`config.mk`:
```
export PLATFORM = sky130hd
export DESIGN_NAME = lap_controller_flat
export DESIGN_NICKNAME = d
export VERILOG_FILES = /design/src/rtl/lap_pkg.sv /design/src/rtl/lap_controller_if.sv /design/src/rtl/button_debounce.sv /design/src/rtl/lap_controller.sv /design/src/flat_wrapper.sv
export SDC_FILE = /design/constraint.sdc
export NUM_CORES = 1
export LEC_CHECK = 0
export ABC_AREA = 0
export BUFFER_PORTS_ARGS = -buffer_cell sky130_fd_sc_hd__buf_2
export CAP_MARGIN = 0
export CORE_ASPECT_RATIO = 1.75
export CORE_MARGIN = 10
export CORE_UTILIZATION = 58
export CTS_CLUSTER_SIZE = 20
export DETAILED_ROUTE_END_ITERATION = 8
export PLACE_DENSITY = 0.75
export SYNTH_ARGS = -nofsm -noshare
export SYNTH_HDL_FRONTEND = slang
export SYNTH_SLANG_ARGS = --single-unit
```
`constraint.sdc`:
```
create_clock -name clock -period 3.4 [get_ports clock]
set_clock_uncertainty 0.2 [all_clocks]
set_input_delay 0.17 -clock clock [delete_from_list [all_inputs] [get_ports clock]]
set_output_delay 0.17 -clock clock [all_outputs]
set_load 0.05 [all_outputs]
```
`src/rtl/lap_pkg.sv`:
```
// Shared types and default timing for the stopwatch lap controller.
package lap_pkg;

   typedef enum logic [2:0] {
      ST_IDLE,
      ST_RUNNING,
      ST_HOLD,
      ST_STOPPED,
      ST_REVIEW
   } lap_state_t;

   localparam int LAP_PTR_W           = 2;
   localparam int DEF_LAP_DEPTH       = 1 << LAP_PTR_W;
   localparam int DEF_DEBOUNCE_CYCLES = 50000;
   localparam int DEF_HOLD_CYCLES     = 10000000;
   localparam int DEF_WIDTH           = 16;

endpackage

```
`src/rtl/lap_controller_if.sv`:
```
// Buttons, live time value and display-side outputs of the lap controller.
interface lap_controller_if
   import lap_pkg::*;
#(
   parameter int WIDTH     = DEF_WIDTH,
   parameter int LAP_DEPTH = DEF_LAP_DEPTH
);
   localparam int CNT_W = $clog2(LAP_DEPTH) + 1;

   logic             btnStart;
   logic             btnLap;
   logic [WIDTH-1:0] liveValue;
   logic             run;
   logic             clear;
   logic [WIDTH-1:0] dispValue;
   logic [CNT_W-1:0] lapCount;
   logic             holdActive;

   modport master (
      output btnStart, btnLap, liveValue,
      input  run, clear, dispValue, lapCount, holdActive
   );

   modport slave (
      input  btnStart, btnLap, liveValue,
      output run, clear, dispValue, lapCount, holdActive
   );

endinterface

```
`src/rtl/button_debounce.sv`:
```
// Raw pushbutton -> synchronised, debounced level plus a one-cycle press pulse.
module button_debounce #(
   parameter int DEBOUNCE_CYCLES = 4
) (
   input  logic clock,
   input  logic reset,
   input  logic raw,
   output logic level,
   output logic press
);
   localparam int               CNT_W    = $clog2(DEBOUNCE_CYCLES + 1);
   localparam logic [CNT_W-1:0] CNT_LOAD = CNT_W'(DEBOUNCE_CYCLES - 1);

   logic             sync_1;
   logic             sync_2;
   logic             level_q;
   logic [CNT_W-1:0] stable_cnt;

   // two-flop synchroniser for the asynchronous button
   always_ff @(posedge clock or posedge reset) begin
      if (reset) begin
         sync_1 <= 1'b0;
         sync_2 <= 1'b0;
      end else begin
         sync_1 <= raw;
         sync_2 <= sync_1;
      end
   end

   // down-counter: level flips only after DEBOUNCE_CYCLES differing samples in a row
   always_ff @(posedge clock or posedge reset) begin
      if (reset) begin
         level      <= 1'b0;
         stable_cnt <= CNT_LOAD;
      end else if (sync_2 == level) begin
         stable_cnt <= CNT_LOAD;
      end else if (stable_cnt == '0) begin
         level      <= sync_2;
         stable_cnt <= CNT_LOAD;
      end else begin
         stable_cnt <= stable_cnt - CNT_W'(1);
      end
   end

   // rising edge of the debounced level; releases produce nothing
   always_ff @(posedge clock or posedge reset) begin
      if (reset) begin
         level_q <= 1'b0;
         press   <= 1'b0;
      end else begin
         level_q <= level;
         press   <= level & ~level_q;
      end
   end

endmodule

```
`src/rtl/lap_controller.sv`:
```
// Stopwatch run/lap sequencer: run gating, counter clear, lap capture and replay.
//
// state      | meaning
// ST_IDLE    | stopped at zero, display live
// ST_RUNNING | counting, display live
// ST_HOLD    | counting, display frozen on the last captured lap
// ST_STOPPED | paused, display live, laps kept
// ST_REVIEW  | paused, stepping through stored laps oldest to newest
module lap_controller
   import lap_pkg::*;
#(
   parameter int DEBOUNCE_CYCLES = DEF_DEBOUNCE_CYCLES,
   parameter int HOLD_CYCLES     = DEF_HOLD_CYCLES,
   parameter int LAP_DEPTH       = DEF_LAP_DEPTH,
   parameter int WIDTH           = DEF_WIDTH
) (
   input  logic          clock,
   input  logic          reset,
   lap_controller_if.slave bus
);
   localparam int                PTR_W     = $clog2(LAP_DEPTH);
   localparam int                CNT_W     = PTR_W + 1;
   localparam int                HOLD_W    = $clog2(HOLD_CYCLES + 1);
   localparam logic [HOLD_W-1:0] HOLD_LOAD = HOLD_W'(HOLD_CYCLES - 1);
   localparam logic [CNT_W-1:0]  CNT_FULL  = CNT_W'(LAP_DEPTH);

   lap_state_t        state, state_nxt;
   logic              start_press, lap_press, lap_evt;
   logic              start_level, lap_level;
   logic [1:0]        unused_levels;
   logic [WIDTH-1:0]  lap_mem [LAP_DEPTH];
   logic [PTR_W-1:0]  wr_ptr, wr_ptr_nxt, rd_ptr, rd_ptr_nxt;
   logic [PTR_W-1:0]  oldest_ptr, newest_ptr, rd_ptr_inc;
   logic [CNT_W-1:0]  lap_cnt, lap_cnt_nxt;
   logic [HOLD_W-1:0] hold_cnt, hold_cnt_nxt;
   logic              capture, flush, clear_nxt;
   logic              run_q, clear_q, hold_q;
   logic [WIDTH-1:0]  disp_q, disp_nxt;

   button_debounce #(.DEBOUNCE_CYCLES(DEBOUNCE_CYCLES)) u_db_start (
      .clock (clock),
      .reset (reset),
      .raw   (bus.btnStart),
      .level (start_level),
      .press (start_press)
   );

   button_debounce #(.DEBOUNCE_CYCLES(DEBOUNCE_CYCLES)) u_db_lap (
      .clock (clock),
      .reset (reset),
      .raw   (bus.btnLap),
      .level (lap_level),
      .press (lap_press)
   );

   assign unused_levels = {start_level, lap_level};

   // start wins a same-cycle collision
   assign lap_evt    = lap_press & ~start_press;
   assign oldest_ptr = wr_ptr - lap_cnt[PTR_W-1:0];
   assign newest_ptr = wr_ptr - PTR_W'(1);
   assign rd_ptr_inc = rd_ptr + PTR_W'(1);

   // next state, buffer bookkeeping and next output values
   always_comb begin
      state_nxt    = state;
      wr_ptr_nxt   = wr_ptr;
      rd_ptr_nxt   = rd_ptr;
      lap_cnt_nxt  = lap_cnt;
      hold_cnt_nxt = hold_cnt;
      capture      = 1'b0;
      flush        = 1'b0;
      clear_nxt    = 1'b0;
      disp_nxt     = bus.liveValue;
      case (state)
         ST_IDLE: begin
            if (start_press) state_nxt = ST_RUNNING;
            else if (lap_evt) begin
               clear_nxt = 1'b1;
               flush     = 1'b1;
            end
         end
         ST_RUNNING: begin
            if (start_press) state_nxt = ST_STOPPED;
            else if (lap_evt) begin
               capture   = 1'b1;
               state_nxt = ST_HOLD;
            end
         end
         ST_HOLD: begin
            if (start_press) state_nxt = ST_STOPPED;
            else if (lap_evt) capture = 1'b1;
            else if (hold_cnt == '0) state_nxt = ST_RUNNING;
            else begin
               hold_cnt_nxt = hold_cnt - HOLD_W'(1);
               disp_nxt     = disp_q;
            end
         end
         ST_STOPPED: begin
            if (start_press) state_nxt = ST_RUNNING;
            else if (lap_evt) begin
               if (lap_cnt == '0) begin
                  clear_nxt = 1'b1;
                  flush     = 1'b1;
                  state_nxt = ST_IDLE;
               end else begin
                  state_nxt  = ST_REVIEW;
                  rd_ptr_nxt = oldest_ptr;
                  disp_nxt   = lap_mem[oldest_ptr];
               end
            end
         end
         ST_REVIEW: begin
            if (start_press) state_nxt = ST_RUNNING;
            else if (lap_evt) begin
               if (rd_ptr == newest_ptr) begin
                  clear_nxt = 1'b1;
                  flush     = 1'b1;
                  state_nxt = ST_IDLE;
               end else begin
                  rd_ptr_nxt = rd_ptr_inc;
                  disp_nxt   = lap_mem[rd_ptr_inc];
               end
            end else begin
               disp_nxt = lap_mem[rd_ptr];
            end
         end
         default: state_nxt = ST_IDLE;
      endcase
      if (capture) begin
         wr_ptr_nxt   = wr_ptr + PTR_W'(1);
         hold_cnt_nxt = HOLD_LOAD;
         disp_nxt     = bus.liveValue;
         if (lap_cnt != CNT_FULL) lap_cnt_nxt = lap_cnt + CNT_W'(1);
      end
      if (flush) begin
         wr_ptr_nxt  = '0;
         rd_ptr_nxt  = '0;
         lap_cnt_nxt = '0;
      end
   end

   // state register, pointers, hold timer and registered outputs
   always_ff @(posedge clock or posedge reset) begin
      if (reset) begin
         state    <= ST_IDLE;
         wr_ptr   <= '0;
         rd_ptr   <= '0;
         lap_cnt  <= '0;
         hold_cnt <= '0;
         run_q    <= 1'b0;
         clear_q  <= 1'b0;
         hold_q   <= 1'b0;
         disp_q   <= '0;
      end else begin
         state    <= state_nxt;
         wr_ptr   <= wr_ptr_nxt;
         rd_ptr   <= rd_ptr_nxt;
         lap_cnt  <= lap_cnt_nxt;
         hold_cnt <= hold_cnt_nxt;
         run_q    <= (state_nxt == ST_RUNNING) || (state_nxt == ST_HOLD);
         clear_q  <= clear_nxt;
         hold_q   <= (state_nxt == ST_HOLD) || (state_nxt == ST_REVIEW);
         disp_q   <= disp_nxt;
      end
   end

   // lap storage; contents are meaningless once lap_cnt is zero, so no reset
   always_ff @(posedge clock) begin
      if (capture) lap_mem[wr_ptr] <= bus.liveValue;
   end

   assign bus.run        = run_q;
   assign bus.clear      = clear_q;
   assign bus.holdActive = hold_q;
   assign bus.dispValue  = disp_q;
   assign bus.lapCount   = lap_cnt;

endmodule
```
`src/flat_wrapper.sv`:
```
// flat-port wrapper written by rule: the top's interface ports become plain ports
module lap_controller_flat import lap_pkg::*;
#(
   parameter int DEBOUNCE_CYCLES = DEF_DEBOUNCE_CYCLES,
   parameter int HOLD_CYCLES     = DEF_HOLD_CYCLES,
   parameter int LAP_DEPTH       = DEF_LAP_DEPTH,
   parameter int WIDTH           = DEF_WIDTH
)
  (clock, reset, bus_btnStart, bus_btnLap, bus_liveValue, bus_run, bus_clear, bus_dispValue, bus_lapCount, bus_holdActive);
  lap_controller_if #(.WIDTH(WIDTH), .LAP_DEPTH(LAP_DEPTH)) bus_i ();
  input  logic clock;
  input  logic reset;
  input wire logic [$bits(bus_i.btnStart)-1:0] bus_btnStart;
  input wire logic [$bits(bus_i.btnLap)-1:0] bus_btnLap;
  input wire logic [$bits(bus_i.liveValue)-1:0] bus_liveValue;
  output wire logic [$bits(bus_i.run)-1:0] bus_run;
  output wire logic [$bits(bus_i.clear)-1:0] bus_clear;
  output wire logic [$bits(bus_i.dispValue)-1:0] bus_dispValue;
  output wire logic [$bits(bus_i.lapCount)-1:0] bus_lapCount;
  output wire logic [$bits(bus_i.holdActive)-1:0] bus_holdActive;
  assign bus_i.btnStart = bus_btnStart;
  assign bus_i.btnLap = bus_btnLap;
  assign bus_i.liveValue = bus_liveValue;
  assign bus_run = bus_i.run;
  assign bus_clear = bus_i.clear;
  assign bus_dispValue = bus_i.dispValue;
  assign bus_lapCount = bus_i.lapCount;
  assign bus_holdActive = bus_i.holdActive;
  lap_controller #(.DEBOUNCE_CYCLES(DEBOUNCE_CYCLES), .HOLD_CYCLES(HOLD_CYCLES), .LAP_DEPTH(LAP_DEPTH), .WIDTH(WIDTH)) u_core (.clock(clock), .reset(reset), .bus(bus_i));
endmodule
```
== Word level (Yosys, flattened, before mapping) ==
Memory sizes are Yosys's and may differ from the RTL's.
Index checks and enable logic that the tools add are counted.

* Reductions and logical operators: 17
* Bitwise gates (word level): 8
* Mux-type cells: 58
* Eq/ne operators: 21
* Add/sub/neg operators: 8

{| class="wikitable"
|+ Operator list
! operator !! number
|-
| $mux W16 || 14
|-
| $mux W24 || 5
|-
| $pmux W16 S3 || 1
|-
| $mux W3 || 15
|-
| $logic_not A16 Y1 || 2
|-
| $sub A16 B1 Y16 const B || 2
|-
| $logic_not A24 Y1 || 1
|-
| $sub A24 B1 Y24 const B || 1
|-
| $mux W2 || 9
|-
| $pmux W3 S5 || 1
|-
| $ne A3 B2 Y1 const B || 4
|-
| $mux W1 || 11
|-
| $eq A3 B2 Y1 const B || 3
|-
| $reduce_and A7 Y1 || 1
|-
| $eq A3 B1 Y1 const B || 2
|-
| $eq A3 B3 Y1 const B || 2
|-
| $logic_not A3 Y1 || 2
|-
| $ne A3 B1 Y1 const B || 2
|-
| $reduce_and A2 Y1 || 3
|-
| $reduce_bool A2 Y1 || 3
|-
| $ne A5 B2 Y1 const B || 1
|-
| $not A1 Y1 || 5
|-
| $add A2 B1 Y2 const B || 2
|-
| $ne A2 B1 Y1 const B || 2
|-
| other kinds (14) || 18
|}

* Bits in writable memories: 64
* Memories kept: 1
* Bits in registers: 95
* Logic and storage cells: 134
* Output and inout bits: 22
* Input port bits: 20

{| class="wikitable"
|+ Memory list
! memory !! words !! width !! read ports !! clocked after Yosys merged registers in !! write ports !! RTL line !! RTL
|-
| u_core.lap_mem || 4 || 16 || 3 || 0 || 1 || lap_controller.sv:31 || <nowiki>logic [WIDTH-1:0] lap_mem [LAP_DEPTH];</nowiki>
|}

== Longest topological paths before layout ==
Gate-level depths: netlist of the first run.

* Depth after elaboration: 8
* Mapped depth: 10
* Depth with buffers taken out: 7

== By module ==
From an unflattened synthesis of the first run, not the netlist that was laid out.

* Cells, all modules: 713
* Area, all modules: 8528.2 um2

{| class="wikitable"
|+ By module, submodules not included
! module !! area each (um2) !! sequential area each (um2) !! instances !! cells each
|-
| lap_controller || 6528.8 || 3248.1 || 1 || 531
|-
| button_debounce || 999.7 || 536.8 || 2 || 91
|}

== Least setup slack after synthesis of the first run ==
OpenSTA, ideal clock, no wires.

* Path kind: register -> register
* From: register u_core.hold_cnt[0]
* To: register u_core.hold_cnt[15]
* Buffers on the path: 2
* Stages on the path, launching flop included: 10
* Period minus slack after synthesis: 2.742 ns
* Arrival: 2.410 ns
* Setup time: 0.131 ns
* Required time: 3.069 ns
* Slack: 0.658 ns
* Cell sequence: dfrtp_1 -> inv_1 -> ha_1 -> or4b_4 -> or4_4 -> buf_6 -> o211ai_4 -> buf_6 -> nor3_2 -> or3_1

* Longest elaborated chain between the ends: 6
* Elaborated cells on any way between the ends: 9
* Classes of those cells: add/sub: 1; eq/ne: 1; mux: 5; reduce/logical: 2

{| class="wikitable"
|+ RTL lines
! what !! RTL line !! RTL
|-
| from (decl) || lap_controller.sv:35 || <nowiki>logic [HOLD_W-1:0] hold_cnt, hold_cnt_nxt;</nowiki>
|-
| from (signal assigned) || lap_controller.sv:160 || <nowiki>hold_cnt <= hold_cnt_nxt;</nowiki>
|-
| $sub A24 B1 Y24 || lap_controller.sv:95 || <nowiki>hold_cnt_nxt = hold_cnt - HOLD_W'(1);</nowiki>
|-
| $mux W24 || lap_controller.sv:93 || <nowiki>else if (hold_cnt == '0) state_nxt = ST_RUNNING;</nowiki>
|-
| $mux W24 || lap_controller.sv:92 || <nowiki>else if (lap_evt) capture = 1'b1;</nowiki>
|-
| $mux W24 || lap_controller.sv:91 || <nowiki>if (start_press) state_nxt = ST_STOPPED;</nowiki>
|-
| $mux W24 || lap_controller.sv:75 || <nowiki>case (state)</nowiki>
|-
| $mux W24 || lap_controller.sv:130 || <nowiki>if (capture) begin</nowiki>
|}

Several ways; a longest one is shown, not always the timed one. The select of a mux whose other input is x is not followed.
A chain may end at the register's enable or synchronous reset.

== Worst setup path in the final report of the first run ==
* From: register u_core.hold_cnt[0]
* To: register u_core.disp_q[10], in the netlist u_core.bus.dispValue[10]

* Longest elaborated chain between the ends: 2

{| class="wikitable"
|+ RTL lines
! what !! RTL line !! RTL
|-
| $logic_not A24 Y1 || lap_controller.sv:93 ||
|-
| $ne A5 B2 Y1 (no source line) || -- ||
|-
| to (signal assigned) || lap_controller.sv:164 || <nowiki>disp_q <= disp_nxt;</nowiki>
|-
| to (decl) || lap_controller.sv:38 || <nowiki>logic [WIDTH-1:0] disp_q, disp_nxt;</nowiki>
|}

No other way between the ends.

==> out/metrics.yaml, run 1 <==
final_layout:
  mostFrequentLayoutCell: "nand2_1"
  antenna_cells: 0
  nets: 850
  multi_input_area_sq_mm: 0.00394
  synthToLayoutAreaGrowth_pct: 13.0
  fillerInstances: 1055
  drive_above_1_share_pct: 20.6
  final_cell_mix: "nand2_1, dfrtp_1, edfxtp_1"
  seqCellArea_sq_mm: 0.00432
worst_hold_path:
  worstHoldStart: "u_core.u_db_start.sync_1"
  hold_end: "u_core.u_db_start.sync_2"
  hp-class: "reg -> reg"
  holdPathStages: 0
timing:
  final_hold_viol_count: 0
  final_max_slew_viol_count: 0
  relSlewSlack_pct: 32.7
  setup_viol: 0
  rsz0062_at_grt: "no"
  max_freq_mhz: 327
  tns_ns: 0
  final.min_clock_period_ns: 3.06
  tightest_slew_ns: 1.01
  period_share_pct: 89.9
critical_path:
  cp-end-kind: "register"
  crit_family: "simple AND/OR/NAND/NOR gates"
  criticalPathCategory: "reg -> reg"
  slowest_stage: "or4_4"
  cpPeakStageDelay_ns: 0.63
  r2r_cells: 8
  rr_endpoint: "u_core.bus.dispValue[10]"
  arrival_ns: 3.18
  worstPathRequired_ns: 3.53
  path_max_fanout: 12
  r2r_slack_ns: 0.34
  cp_num_buf_inv: 2
  crit_chain: "inv_1 > ha_1 > or4b_4 > or4_4 > o21ai_2 > buf_4 > nor2_1 > o211ai_1"
  worstReg2RegStart: "u_core.hold_cnt[0]"
  cp-start-kind: "register"
floorplan:
  die_h_microns: 181
  core_sq_mm: 0.0144
  die_area_sq_mm: 0.0202
  rows: 58
  dieWidth_microns: 112
  ioPinCount: 42
  initial_utilization_pct: 59.3
detailed_routing:
  final_antenna_net_count: 0
  drt_iter0_drc: 532
  wl_microns: 20200
  firstDrtPassIters: 5
  vias: 6525
  remaining_drc_errors: 0
  routedWlPerCell_microns: 20.0
  viasPerCell: 6.45
place:
  place.gp.congestion: 0.905
  dp_hpwl_microns: 13800
  portBuffers: 41
cts:
  clock_path_buffers: 2
  htree_levels: 4
  post_cts_buffers: 0
  cts_tree: "yes"
  holdBufCountCts: 19
  clk_latency_ns: 0.42
  numCtsBuffers: 17
  cts.sinks: 159
  cts_root_buf: "clkbuf_16"
  ctsResizeCount: 0
  worst_setup_hold_path_clk_slew_ns: 0.07
yosys:
  synth_cell_types: 66
  synthTopCellsByArea: "dfrtp_1, edfxtp_1, mux4_2"
  synthCells: 763
  async_flop_share_pct: 59.7
  synth_edf_count: 64
  synth_ff_type: "dfrtp_1"
  yosysWarnings: 0
  netlist.top_cell.by_area: "dfrtp_1"
  synth_top_area_share_pct: 22.5
  synth-seq-cells: 159
  yosysSeqAreaShare_pct: 50.5
  syn_nets: 795
  synth.avg_cell_area_sq_um: 11.2
  netlist_area_sq_mm: 0.00856
power:
  switching_share_pct: 23.4
  power_mw: 4.07
  switchingPower_uw: 953
  p_leak_nw: 3.84
  p_comb_share_pct: 3.7
  p_int_mw: 3.12
  clkPwrFrac_pct: 46.3
  power.density_mw_per_mm2: 421
  pwr-share-seq_pct: 50.0
  peakVddDrop_mv: 0.307
run:
  maxCapViolCount: 0
global_routing:
  track_usage_pct: 20.0
  grt_max_degree: 69
  antenna_found_initial: 0
  grt_first_pass_wirelength_microns: 33400
  grt_overflow: 0
  grt_pass1_vias: 6695
run_status:
  outcome: "finished clean"
==> synth_stat cells (13+ instances only) <==
master    count
a211oi_1     16
a21o_1       13
a21oi_1      59
clkbuf_1     25
dfrtp_1      77
dfstp_2      18
edfxtp_1     64
inv_1        14
mux2i_1      25
mux4_2       32
nand2_1      96
nand3_1      14
nor2_1       56
o211ai_1     15
o21ai_0      21
o31ai_1      16
or4_1        15
xnor2_1      23
xor2_1       14
==> how the worst max path moves through the flow <==
stage / depth (start not counted) / slack [ns] / to / from
after global placement: 8 / 0.48 / u_core.bus.dispValue[10] / u_core.hold_cnt[0]
after global routing: 8 / 0.18 / u_core.bus.dispValue[7] / u_core.hold_cnt[0]
after CTS: 8 / 0.35 / u_core.bus.dispValue[10] / u_core.hold_cnt[0]
final: 8 / 0.34 / u_core.bus.dispValue[10] / u_core.hold_cnt[0]
after detailed placement: 8 / 0.38 / u_core.bus.dispValue[10] / u_core.hold_cnt[0]
after floorplan: 1 / 0.58 / u_core.bus.clear / reset
==> routing by layer <==
metal / routed length, microns / GRT usage (%)
met1: 7610 / 22.3
met5: 0 / 0
met3: 1100 / 3.52
met4: 661 / 10.1
met2: 10900 / 35.4
==> through the flow <==
step / instances / instance area, sq um / setup WS (ns) / hold WS [ns] / util (%)
after floorplan: 763 / 8560 / 0.583 / 0.00143 / -
after global placement: 960 / 8900 / 0.483 / 0.0786 / 61.7
after detailed placement: 960 / 8900 / 0.376 / 0.0802 / 61.7
after CTS: 1011 / 9680 / 0.349 / 0.151 / 67.0
after global routing: 1011 / 9680 / 0.182 / 0.158 / 67.0
final: 1011 / 9680 / 0.345 / 0.148 / 67.0
==> final cells by class <==
class                      instances  share of cell area (%)
sequential                       159                    44.7
multi-input combinational        545                    40.7
timing repair buffer              81                    5.71
clock buffer                      18                    4.54
tap                              180                    2.33
clock inverter                    14                    1.49
inverter                          14                   0.569
==> flip-flops by register name (all words and copies together), names as in the netlist, 2 cells and up <==
| signal | cells |
|---|---|
| u_core.lap_mem | 64 |
| u_core.hold_cnt | 24 |
| u_core.bus.dispValue | 16 |
| u_core.u_db_lap.stable_cnt | 16 |
| u_core.u_db_start.stable_cnt | 16 |
| u_core.bus.lapCount | 3 |
| u_core.state | 3 |
| u_core.rd_ptr | 2 |
| u_core.wr_ptr | 2 |
==> kinds of logic (layout without fill, tap and decap cells) <==
| family | count (synthesis) | after routing | share of synthesized area [%] |
|---|---|---|---|
| AND/OR/NAND/NOR | 266 | 266 | 15.5 |
| AO/OA/AOI/OAI | 169 | 169 | 12.8 |
| flip-flops | 159 | 159 | 50.5 |
| multiplexers | 59 | 59 | 11.6 |
| buffers and inverters | 59 | 127 | 3.61 |
| XOR/XNOR | 39 | 39 | 4.32 |
| adder cells (fa/ha/maj) | 12 | 12 | 1.75 |
==> worst reg2reg max path, stage by stage (launching register included) <==
cell and delay (ns):
dfrtp_1 0.40, inv_1 0.09, ha_1 0.21, or4b_4 0.50, or4_4 0.63, o21ai_2 0.41
buf_4 0.28, nor2_1 0.07, o211ai_1 0.18
==> power by group through the flow <==
stage          logic (mW)  registers (mW)  clock network, mW
6_report            0.151            2.04               1.89
3_5_place_dp        0.136            2.07                  0
5_1_grt             0.166            2.04               2.00
4_1_cts             0.153            2.04               1.91
3_3_place_gp        0.131            2.07                  0
2_1_floorplan      0.0461            2.10                  0
(Power assumes the default switching activity.)
==> run 2, diff against run 1 <==
--- a/config.mk
+++ b/config.mk
@@ -13,6 +13,7 @@
 export CORE_UTILIZATION = 58
 export CTS_CLUSTER_SIZE = 20
 export DETAILED_ROUTE_END_ITERATION = 8
+export MAX_ROUTING_LAYER = met4
 export PLACE_DENSITY = 0.75
 export SYNTH_ARGS = -nofsm -noshare
 export SYNTH_HDL_FRONTEND = slang
==> run 2 against run 1 <==
Against the previous run: via count rose by 0.21%; highest routed layer unchanged; sequential power barely moved; fmax about the same; final cell count stayed put; sequential share of layout area did not move; setup slack worse by 0.0012 ns; critical path depth unchanged; clock power barely moved.
==> out/metrics.yaml, run 2 (synthesis gave the netlist of run 1 again) <==
run_status:
  outcome: "finished clean"
timing:
  rsz0062_at_grt: "no"
  setup_viol: 0
  tightest_slew_ns: 1.02
  tns_ns: 0
  max_freq_mhz: 327
  final.min_clock_period_ns: 3.06
  period_share_pct: 89.9
  relSlewSlack_pct: 32.2
  final_max_slew_viol_count: 0
  final_hold_viol_count: 0
final_layout:
  largest_reg_flops: 64
  finalInstanceArea_sq_mm: 0.00968
  synthToLayoutAreaGrowth_pct: 13.0
  drive_above_1_share_pct: 20.6
  nets: 850
  top_regs: "u_core.lap_mem (64), u_core.hold_cnt (24)"
  antenna_cells: 0
  top_register: "u_core.lap_mem"
  mostFrequentLayoutCell: "nand2_1"
  final_cell_mix: "nand2_1, dfrtp_1, edfxtp_1"
floorplan:
  die_area_sq_mm: 0.0202
  ioPinCount: 42
  die_h_microns: 181
  core_sq_mm: 0.0144
  rows: 58
  dieWidth_microns: 112
  initial_utilization_pct: 59.3
cts:
  worst_setup_hold_path_clk_slew_ns: 0.07
  htree_levels: 4
  ctsResizeCount: 0
  post_cts_buffers: 0
  clock_path_buffers: 2
  cts_tree: "yes"
  holdBufCountCts: 19
  numCtsBuffers: 17
  clk_latency_ns: 0.42
  cts.sinks: 159
  cts_root_buf: "clkbuf_16"
power:
  power.density_mw_per_mm2: 421
  power_mw: 4.08
  peakVddDrop_mv: 0.307
  p_leak_nw: 3.84
place:
  place_area_sq_mm: 0.00890
  place.gp.congestion: 0.921
  portBuffers: 41
  dp_hpwl_microns: 13800
global_routing:
  antenna_found_initial: 0
  grt_first_pass_wirelength_microns: 33400
  grt_pass1_vias: 6689
  grt_max_degree: 69
  grt_overflow: 0
  track_usage_pct: 20.6
critical_path:
  cpPeakStageDelay_ns: 0.63
  cp-start-kind: "register"
  criticalPathCategory: "reg -> reg"
  arrival_ns: 3.19
  worstPathRequired_ns: 3.53
  path_max_fanout: 12
  cp-end-kind: "register"
  worstReg2RegStart: "u_core.hold_cnt[0]"
  crit_chain: "inv_1 > ha_1 > or4b_4 > or4_4 > o21ai_2 > buf_4 > nor2_1 > o211ai_1"
  slowest_stage: "or4_4"
  crit_start: "u_core.hold_cnt[0]"
run:
  maxCapViolCount: 0
detailed_routing:
  firstDrtPassIters: 5
  wl_microns: 20300
  remaining_drc_errors: 0
  viasPerCell: 6.47
  final_antenna_net_count: 0
  vias: 6539
  drt_iter0_drc: 467
  routedWlPerCell_microns: 20.0
worst_hold_path:
  worstHoldStart: "u_core.u_db_start.sync_1"
  hp-class: "reg -> reg"
[run 2: cell counts in the layout (fill, tap and decap cells not counted)]
No cell type changed its count.
[run 2: area by class of cell]
class,count,area [sq um]
fill,1055,4760
inverter,14,55.1
tap,180,225
multi-input combinational,545,3940
clock buffer,18,439
timing repair buffer,81,553
clock inverter,14,144
sequential,159,4320
[run 2: path summary, 6_finish.rpt]
check	to	slack (ns)	cells after the start
hold / removal	u_core.u_db_start.sync_2	0.15	0
max in group asynchronous	u_core.hold_cnt[12]	1.97	4
setup reg to reg	u_core.bus.dispValue[10]	0.34	8
min in group asynchronous	u_core.u_db_lap.sync_2	0.28	3
setup / recovery	u_core.bus.dispValue[10]	0.34	8
hold reg to reg	u_core.u_db_start.sync_2	0.15	0
[run 2: layer usage]
layer / wire length [microns] / up-vias / GRT usage (%)
li1: - / 2951 / -
met1: 7630 / 3235 / 22.5
met2: 10900 / 293 / 35.4
met3: 1170 / 60 / 3.22
met4: 603 / 0 / 10.2
met5: 0 / - / -
[run 2: critical path, delay by kind of cell, from the launching register on]
kind | cells | cell delay [ns]
AO/OA/AOI/OAI | 2 | 0.59
AND/OR/NAND/NOR | 3 | 1.19
flip-flops | 1 | 0.40
buffers and inverters | 2 | 0.37
adder cells (fa/ha/maj) | 1 | 0.21
[run 2: through the flow]
stage	util, %	hold WS (ns)	cells	worst slack [ns]
floorplan	-	0.00143	763	0.583
global placement	61.7	0.0786	960	0.483
detailed placement	61.7	0.0802	960	0.376
CTS	67.0	0.151	1011	0.349
global route	67.0	0.158	1011	0.182
finish	67.0	0.148	1011	0.344
[run 2: power breakdown]
| group | total [mW] | switching (mW) | internal, mW | leakage (nW) |
|---|---|---|---|---|
| logic | 0.151 | 0.105 | 0.0460 | 1.76 |
| clock network | 1.89 | 0.833 | 1.06 | 0.281 |
| registers | 2.04 | 0.0159 | 2.02 | 1.79 |
| total | 4.08 | 0.954 | 3.12 | 3.84 |
==> run 3, diff against run 2 <==
--- a/config.mk
+++ b/config.mk
@@ -10,11 +10,11 @@
 export CAP_MARGIN = 0
 export CORE_ASPECT_RATIO = 1.75
 export CORE_MARGIN = 10
-export CORE_UTILIZATION = 58
+export CORE_UTILIZATION = 40
 export CTS_CLUSTER_SIZE = 20
 export DETAILED_ROUTE_END_ITERATION = 8
 export MAX_ROUTING_LAYER = met4
-export PLACE_DENSITY = 0.75
+export PLACE_DENSITY = 0.55
 export SYNTH_ARGS = -nofsm -noshare
 export SYNTH_HDL_FRONTEND = slang
 export SYNTH_SLANG_ARGS = --single-unit
==> run 3 against run 2 <==
Against the previous run: clock power decreased by 7%; utilization decreased by 21 points; fmax decreased by 1.3%; power decreased by 3.4%; non-clock buffer count increased by 1; critical path depth unchanged; routed wire length increased by 8.6%; sequential cell count unchanged; first-iteration DRC count increased by 34%; final cell count increased by 7.3%; critical path type unchanged.
==> out/metrics.yaml, run 3 (synthesis gave the netlist of run 1 again) <==
final_layout:
  finalInstanceArea_sq_mm: 0.00974
  largest_reg_flops: 64
  final_cell_mix: "nand2_1, dfrtp_1, edfxtp_1"
  fillerInstances: 1967
  fin_util_pct: 46.3
  mostFrequentLayoutCell: "nand2_1"
  synthToLayoutAreaGrowth_pct: 13.7
  top_register: "u_core.lap_mem"
  multi_input_area_sq_mm: 0.00394
  nets: 851
  top_regs: "u_core.lap_mem (64), u_core.hold_cnt (24)"
  seqCellArea_sq_mm: 0.00432
  drive_above_1_share_pct: 20.1
  instances_no_fill: 1085
cts:
  htree_levels: 4
  cts_root_buf: "clkbuf_16"
  cts.sinks: 159
  numCtsBuffers: 17
  cts_tree: "yes"
  clock_path_buffers: 2
  worst_setup_hold_path_clk_slew_ns: 0.06
  clk_latency_ns: 0.42
global_routing:
  antenna_found_initial: 1
  grt_first_pass_wirelength_microns: 35700
  track_usage_pct: 16.9
  grt_overflow: 0
  grt_max_degree: 58
  grt_pass1_vias: 6792
critical_path:
  cpPeakStageDelay_ns: 0.62
  cp-end-kind: "register"
  criticalPathCategory: "reg -> reg"
  slowest_stage: "or4_4"
  worstPathRequired_ns: 3.54
  arrival_ns: 3.23
  cp-start-kind: "register"
  cp_num_buf_inv: 2
  r2r_slack_ns: 0.30
  path_max_fanout: 23
  crit_family: "simple AND/OR/NAND/NOR gates"
  crit_chain: "inv_1 > ha_1 > or4b_4 > or4_4 > o21ai_2 > buf_4 > nor2_1 > o211ai_1"
power:
  power.density_mw_per_mm2: 404
  power_mw: 3.94
  p_leak_nw: 3.82
  peakVddDrop_mv: 0.333
detailed_routing:
  firstDrtPassIters: 5
  routedWlPerCell_microns: 20.3
  drt_iter0_drc: 624
  vias: 6409
  remaining_drc_errors: 0
  final_antenna_net_count: 0
  wl_microns: 22000
  viasPerCell: 5.91
run_status:
  outcome: "finished clean"
floorplan:
  rows: 70
  initial_utilization_pct: 40.7
  die_area_sq_mm: 0.0279
  dieWidth_microns: 131
  ioPinCount: 42
  core_sq_mm: 0.0210
  die_h_microns: 214
timing:
  tightest_slew_ns: 0.827
  final.min_clock_period_ns: 3.10
  setup_viol: 0
  period_share_pct: 91.1
  tns_ns: 0
  holdWs_ns: 0.148
  final_max_slew_viol_count: 0
  setup_slack_ns: 0.303
  relSlewSlack_pct: 44.9
  rsz0062_at_grt: "no"
  max_freq_mhz: 323
  final_hold_viol_count: 0
place:
  place.gp.congestion: 0.811
  place_area_sq_mm: 0.00901
  portBuffers: 41
  dp_hpwl_microns: 14900
  dp_slack_ns: 0.322
  dp.cells: 1033
worst_hold_path:
  hp-class: "reg -> reg"
run:
  maxCapViolCount: 0
[run 3: cell count changes in the layout (fill, tap and decap cells not counted), sizes merged]
cell / delta
clkinvlp: -1
buf: +1
clkbuf: +1
inv: -9
diode: +1
clkinv: +9
[run 3: layout make-up]
type	instances	area share, %
flip-flops and latches	159	44.4
multi-input cells	545	40.4
repair buffers	82	5.88
clock buffers	19	4.45
well taps	252	3.24
clock inverters	13	1.01
inverters	14	0.565
diodes	1	0.0257
[run 3: power breakdown]
part	internal (mW)	switching, mW	total [mW]	leakage (nW)
clock	0.993	0.754	1.75	0.259
combinational	0.0468	0.105	0.152	1.77
sequential	2.02	0.0158	2.04	1.79
[run 3: repair_timing]
action | in CTS | in global routing
endpoints found under the hold margin | 120 | 0
endpoints found under the setup margin | 0 | 0
hold buffers | 19 | 0
resized for setup | 0 | 0
setup buffers | 0 | 0
[run 3: final timing paths]
check / start / to / cells after the start
max: u_core.hold_cnt[0] / u_core.bus.dispValue[6] / 8
min: u_core.u_db_start.sync_1 / u_core.u_db_start.sync_2 / 0
max reg2reg: u_core.hold_cnt[0] / u_core.bus.dispValue[6] / 8
min reg2reg: u_core.u_db_start.sync_1 / u_core.u_db_start.sync_2 / 0
max in group asynchronous: reset / u_core.hold_cnt[14] / 4
min in group asynchronous: reset / u_core.u_db_lap.sync_1 / 3
[run 3: metal layers]
layer / track usage [%] / routed length (microns)
met2: 30.0 / 12000
met4: 7.12 / 668
met3: 2.94 / 883
met1: 18.1 / 8430
met5: - / 0
